`config.mk`:
```
export PLATFORM = sky130hd
export DESIGN_NAME = mem_bus_arbiter
export DESIGN_NICKNAME = d
export VERILOG_FILES = /design/src/rtl/mem_bus_arbiter.sv
export SDC_FILE = /design/constraint.sdc
export NUM_CORES = 1
export LEC_CHECK = 0
export ABC_AREA = 1
export BUFFER_PORTS_ARGS = -buffer_cell sky130_fd_sc_hd__buf_2
export CORE_AREA = 2 2 178 180
export DETAILED_ROUTE_END_ITERATION = 10
export DIE_AREA = 0 0 180 182
export SLEW_MARGIN = 30
export SYNTH_ARGS = -nofsm -noshare
export SYNTH_HDL_FRONTEND = slang
export SYNTH_SLANG_ARGS = --single-unit
export TNS_END_PERCENT = 20
```
`constraint.sdc`:
```
create_clock -name clock -period 2.8 [get_ports clock]
set_input_delay 0.42 -clock clock [delete_from_list [all_inputs] [get_ports clock]]
set_output_delay 0.42 -clock clock [all_outputs]
set_load 0.02 [all_outputs]
```
`src/rtl/mem_bus_arbiter.sv`:
```
// mem_bus_arbiter: shares one memory port between I-cache and D-cache and routes tagged load responses back.
// Define MEM_ARB_ROUND_ROBIN_EN for round-robin tie-breaking; otherwise the D-cache always wins ties.
module mem_bus_arbiter #(
  parameter int IC_MAX_OUT = 8,
  parameter int DC_MAX_OUT = 8
) (
  input  logic        clock,
  input  logic        reset_n,
  input  logic [1:0]  ic_command,
  input  logic [31:0] ic_addr,
  input  logic [1:0]  dc_command,
  input  logic [31:0] dc_addr,
  input  logic [63:0] dc_data,
  output logic        ic_grant,
  output logic        dc_grant,
  output logic [3:0]  ic_tag,
  output logic [3:0]  dc_tag,
  output logic        ic_resp_valid,
  output logic        dc_resp_valid,
  output logic [63:0] ic_resp_data,
  output logic [63:0] dc_resp_data,
  output logic [3:0]  ic_resp_tag,
  output logic [3:0]  dc_resp_tag,
  output logic [1:0]  proc2mem_command,
  output logic [31:0] proc2mem_addr,
  output logic [63:0] proc2mem_data,
  input  logic [3:0]  mem2proc_transaction_tag,
  input  logic [63:0] mem2proc_data,
  input  logic [3:0]  mem2proc_data_tag,
  output logic        err_orphan
);
  localparam logic [1:0] MEM_NONE = 2'd0, MEM_LOAD = 2'd1, MEM_STORE = 2'd2;
  localparam logic [4:0] IC_MAX = 5'(IC_MAX_OUT), DC_MAX = 5'(DC_MAX_OUT);
  logic [15:0] tbl_valid, tbl_owner;
  logic [3:0] ic_cnt, dc_cnt;
  logic [1:0] ic_cmd;
  logic ic_elig, dc_elig, prio_d, sel_d, grant, alloc, rsp_hit, rsp_d, ic_inc, dc_inc;
`ifdef MEM_ARB_ROUND_ROBIN_EN
  logic last_d;
  assign prio_d = !last_d;
`else
  assign prio_d = 1'b1;
`endif
  always_comb begin
    ic_cmd = (ic_command == MEM_STORE) ? MEM_NONE : ic_command;
    ic_elig = ic_cmd != MEM_NONE && (ic_cmd != MEM_LOAD || {1'b0, ic_cnt} < IC_MAX);
    dc_elig = dc_command != MEM_NONE && (dc_command != MEM_LOAD || {1'b0, dc_cnt} < DC_MAX);
    sel_d = dc_elig && (!ic_elig || prio_d);
    grant = (ic_elig || dc_elig) && mem2proc_transaction_tag != 4'd0;
    proc2mem_command = sel_d ? dc_command : ic_elig ? ic_cmd : MEM_NONE;
    proc2mem_addr = sel_d ? dc_addr : ic_elig ? ic_addr : 32'd0;
    proc2mem_data = sel_d ? dc_data : 64'd0;
    alloc = grant && proc2mem_command == MEM_LOAD;
    dc_grant = grant && sel_d;
    ic_grant = grant && !sel_d;
    dc_tag = dc_grant ? mem2proc_transaction_tag : 4'd0;
    ic_tag = ic_grant ? mem2proc_transaction_tag : 4'd0;
    ic_inc = alloc && !sel_d;
    dc_inc = alloc && sel_d;
    // Routing uses the table contents before any same-cycle allocation of this tag.
    rsp_hit = mem2proc_data_tag != 4'd0 && tbl_valid[mem2proc_data_tag];
    rsp_d = tbl_owner[mem2proc_data_tag];
    ic_resp_valid = rsp_hit && !rsp_d;
    dc_resp_valid = rsp_hit && rsp_d;
    ic_resp_data = ic_resp_valid ? mem2proc_data : 64'd0;
    dc_resp_data = dc_resp_valid ? mem2proc_data : 64'd0;
    ic_resp_tag = ic_resp_valid ? mem2proc_data_tag : 4'd0;
    dc_resp_tag = dc_resp_valid ? mem2proc_data_tag : 4'd0;
  end
  always_ff @(posedge clock or negedge reset_n)
    if (!reset_n) begin
      tbl_valid <= '0;
      tbl_owner <= '0;
      ic_cnt <= '0;
      dc_cnt <= '0;
      err_orphan <= 1'b0;
    end else begin
      if (rsp_hit) tbl_valid[mem2proc_data_tag] <= 1'b0;
      if (mem2proc_data_tag != 4'd0 && !rsp_hit) err_orphan <= 1'b1;
      if (alloc) begin
        tbl_valid[mem2proc_transaction_tag] <= 1'b1;
        tbl_owner[mem2proc_transaction_tag] <= sel_d;
      end
      ic_cnt <= (ic_inc && !ic_resp_valid && ic_cnt != 4'hf) ? ic_cnt + 4'd1 :
                (ic_resp_valid && !ic_inc && ic_cnt != 4'h0) ? ic_cnt - 4'd1 : ic_cnt;
      dc_cnt <= (dc_inc && !dc_resp_valid && dc_cnt != 4'hf) ? dc_cnt + 4'd1 :
                (dc_resp_valid && !dc_inc && dc_cnt != 4'h0) ? dc_cnt - 4'd1 : dc_cnt;
    end
`ifdef MEM_ARB_ROUND_ROBIN_EN
  always_ff @(posedge clock or negedge reset_n)
    if (!reset_n) last_d <= 1'b0;
    else if (grant) last_d <= sel_d;
`endif
endmodule

```
==> flow_metrics.env <==
export IMPL_avgSynthCellArea_um2=5.28
export IMPL_grt_overflow_total=0
export IMPL_max_clock_freq_mhz=398
export IMPL_status="finished, final reports clean"
export IMPL_path_clk_slew_ns=0.06
export IMPL_io_buffers=452
export IMPL_vias=6394
export IMPL_seq_area_frac_synth_pct=24.1
export IMPL_ys_ff_latch=41
export IMPL_tns_ns=0
export IMPL_rows=65
export IMPL_h_tree_depth=2
export IMPL_grt_max_degree=84
export IMPL_dpl_hpwl_um=25600
export IMPL_timing_slew_headroom_pct=64.2
export IMPL_placed_cell_area_mm2=0.00697
export IMPL_place_congestion=0.917
export IMPL_clock_sinks=41
export IMPL_ys_types=26
export IMPL_slew_violations=0
export IMPL_wl_um=28100
export IMPL_leakage_nw=4.96
export IMPL_finalPower_mw=3.86
export IMPL_cp_end_kind="output pin"
export IMPL_drive_above_1_share_pct=41.0
export IMPL_crit_arrival_ns=2.09
export IMPL_worst_hold_path_type="in2async"
export IMPL_synthCells=807
export IMPL_setup_worst_path_class="in2out"
export IMPL_num_io_pins=453
export IMPL_tightestPinTransition_ns=0.537
export IMPL_grt_pass1_vias=6143
export IMPL_insertion_delay_ns=0.29
export IMPL_syn_nets=1019
export IMPL_cp_required_ns=2.38
export IMPL_holdBufCountCts=0
export IMPL_r2r_start="ic_cnt[3]"
export IMPL_yosys_top_cells_area="dfrtp_1, nand2_1, nor2_1"
export IMPL_coreArea_mm2=0.0310
export IMPL_hold_viol_final=0
export IMPL_startpoint="mem2proc_data_tag[0]"
export IMPL_cts_buffers=5
export IMPL_post_drt_wl_per_cell_um=17.0
export IMPL_fp_dieW_um=180
export IMPL_cap_violations=0
export IMPL_final_period_utilization_pct=89.7
export IMPL_synth_largest_area_cell="dfrtp_1"
export IMPL_rsz0062_at_grt="no"
export IMPL_final_cells=1649
export IMPL_startpoint_type="primary input"
export IMPL_dieHeight_um=182
export IMPL_grt_total_usage_pct=16.4
export IMPL_grt_pass1_wl_um=40300
export IMPL_area_growth_pct=67.5
export IMPL_power_density_mw_per_mm2=542
export IMPL_final_nets=1456
export IMPL_first_pass_iters=4
export IMPL_cts_root_buf="clkbuf_16"
export IMPL_period_needed_ns=2.51
export IMPL_start_util_pct=13.7
export IMPL_yosysWarningCount=0
export IMPL_drt_iter0_markers=242
export IMPL_drc=0
export IMPL_via_per_inst=3.88
export IMPL_ir_drop_mv=0.222
export IMPL_cts_tree="yes"
export IMPL_cp_max_fo=23
export IMPL_die_area_mm2=0.0328
export IMPL_synth_top_area_share_pct=24.1
export IMPL_netlist_area_mm2=0.00426
export IMPL_design_area_mm2=0.00713
export IMPL_fin_skew_ns=0.00719
export IMPL_grt_antenna_before_repair=16
export IMPL_cts_buffer_depth=2
export IMPL_place_inst=1639
export IMPL_ant_nets=0
export IMPL_setup_violations=0
==> cell usage after synthesis <==
cell type / instances
o21ai_1: 11
clkbuf_1: 14
inv_2: 3
fa_1: 2
a21oi_1: 1
buf_1: 6
nor3_2: 2
nor3_1: 2
ha_1: 4
nor2_2: 20
xor2_1: 2
nand3_4: 1
nand2_4: 1
buf_2: 11
o21bai_1: 1
nand2_2: 5
a31oi_1: 3
o21ai_0: 20
dfrtp_1: 41
buf_6: 6
buf_4: 2
nor2_4: 1
nand2_1: 235
inv_1: 163
nor2_1: 204
nand3_1: 46
==> flip-flops by register name (all words and copies together) (netlist names) <==
signal / count
dc_cnt: 4
tbl_valid: 16
ic_cnt: 4
tbl_owner: 16
err_orphan: 1
==> cells in the final DEF, fill, tap and decap left out <==
cell type,netlist,routed
nand2_1,235,235
buf_12,0,2
nor2_4,1,1
buf_8,0,1
o21ai_0,20,20
fa_1,2,2
inv_4,0,1
inv_1,163,163
nor2_2,20,21
a31oi_1,3,3
dfrtp_1,41,41
nor3_1,2,2
ha_1,4,4
nor2_1,204,203
clkbuf_16,0,5
o21bai_1,1,1
a21oi_1,1,1
nand2_2,5,5
clkinv_2,0,1
o21ai_1,11,11
nand3_4,1,1
buf_2,11,451
inv_2,3,1
nand2_4,1,1
nor3_2,2,2
buf_4,2,15
diode_2,0,2
nand3_1,46,46
clkinvlp_4,0,3
xor2_1,2,2
==> power by group <==
| part | switching (mW) | internal [mW] | total, mW |
|---|---|---|---|
| Sequential | 0.147 | 0.776 | 0.923 |
| Combinational | 1.59 | 0.774 | 2.37 |
| Clock | 0.244 | 0.330 | 0.574 |
| Total | 1.99 | 1.88 | 3.86 |
==> kinds of logic after synthesis <==
kind of cell,count (synthesis),synth area share [%]
AND/OR/NAND/NOR,517,49.4
buffers and inverters,205,19.6
flip-flops,41,24.1
AO/OA/AOI/OAI,36,4.38
adder cells (fa/ha/maj),6,2.11
XOR/XNOR,2,0.411
==> worst max-delay path: stages <==
cell	delay, ns
buf_2	0.17
buf_4	0.21
nand2_1	0.07
nand2_1	0.06
nand2_1	0.04
nand2_1	0.07
nand2_1	0.05
nand2_1	0.06
inv_1	0.03
nand2_1	0.13
inv_1	0.11
nand2_4	0.11
buf_4	0.31
nor2_1	0.08
buf_2	0.17
==> worst paths after layout <==
path                       slack (ns)  cells after the start              end
max                              0.29                     15  ic_resp_data[2]
min                              0.11                      1     tbl_owner[1]
max reg2reg                      0.41                     17        dc_cnt[3]
min reg2reg                      0.38                      0     tbl_owner[0]
max in group asynchronous        2.31                      1        ic_cnt[2]
min in group clock               0.38                      0     tbl_owner[0]
==> repair_timing <==
item | in CTS | in global routing
setup endpoints to repair | 0 | 82
setup buffers | 0 | 0
gates resized for setup | 0 | 6
==> per-layer routing <==
layer | vias to the layer above | GRT usage (%) | share of wire [%] | routed length [um]
li1 | 3198 | - | - | -
met1 | 2824 | 19.2 | 40 | 11300
met2 | 331 | 32.4 | 53 | 14900
met3 | 37 | 1.85 | 5.4 | 1510
met4 | 4 | 2.34 | 1.2 | 334
met5 | - | 0 | 0.096 | 27
==> through the flow <==
step	util, %	setup slack, ns	hold slack, ns
6_report	23.0	0.288	0.109
5_1_grt	23.0	0.0687	0.154
4_1_cts	23.0	0.0798	0.308
3_5_place_dp	22.5	0.0337	0.368
3_3_place_gp	22.5	0.0765	0.371
2_1_floorplan	-	0.449	0.124
==> cell type report <==
class	count	area, um^2
diodes	2	5.00
multi-input cells	561	2400
well taps	402	503
fillers	3558	23900
inverters	166	627
repair buffers	469	2420
flip-flops and latches	41	1030
clock inverters	3	22.5
clock buffers	5	125
No activity file was read; power rests on OpenSTA's default activity.
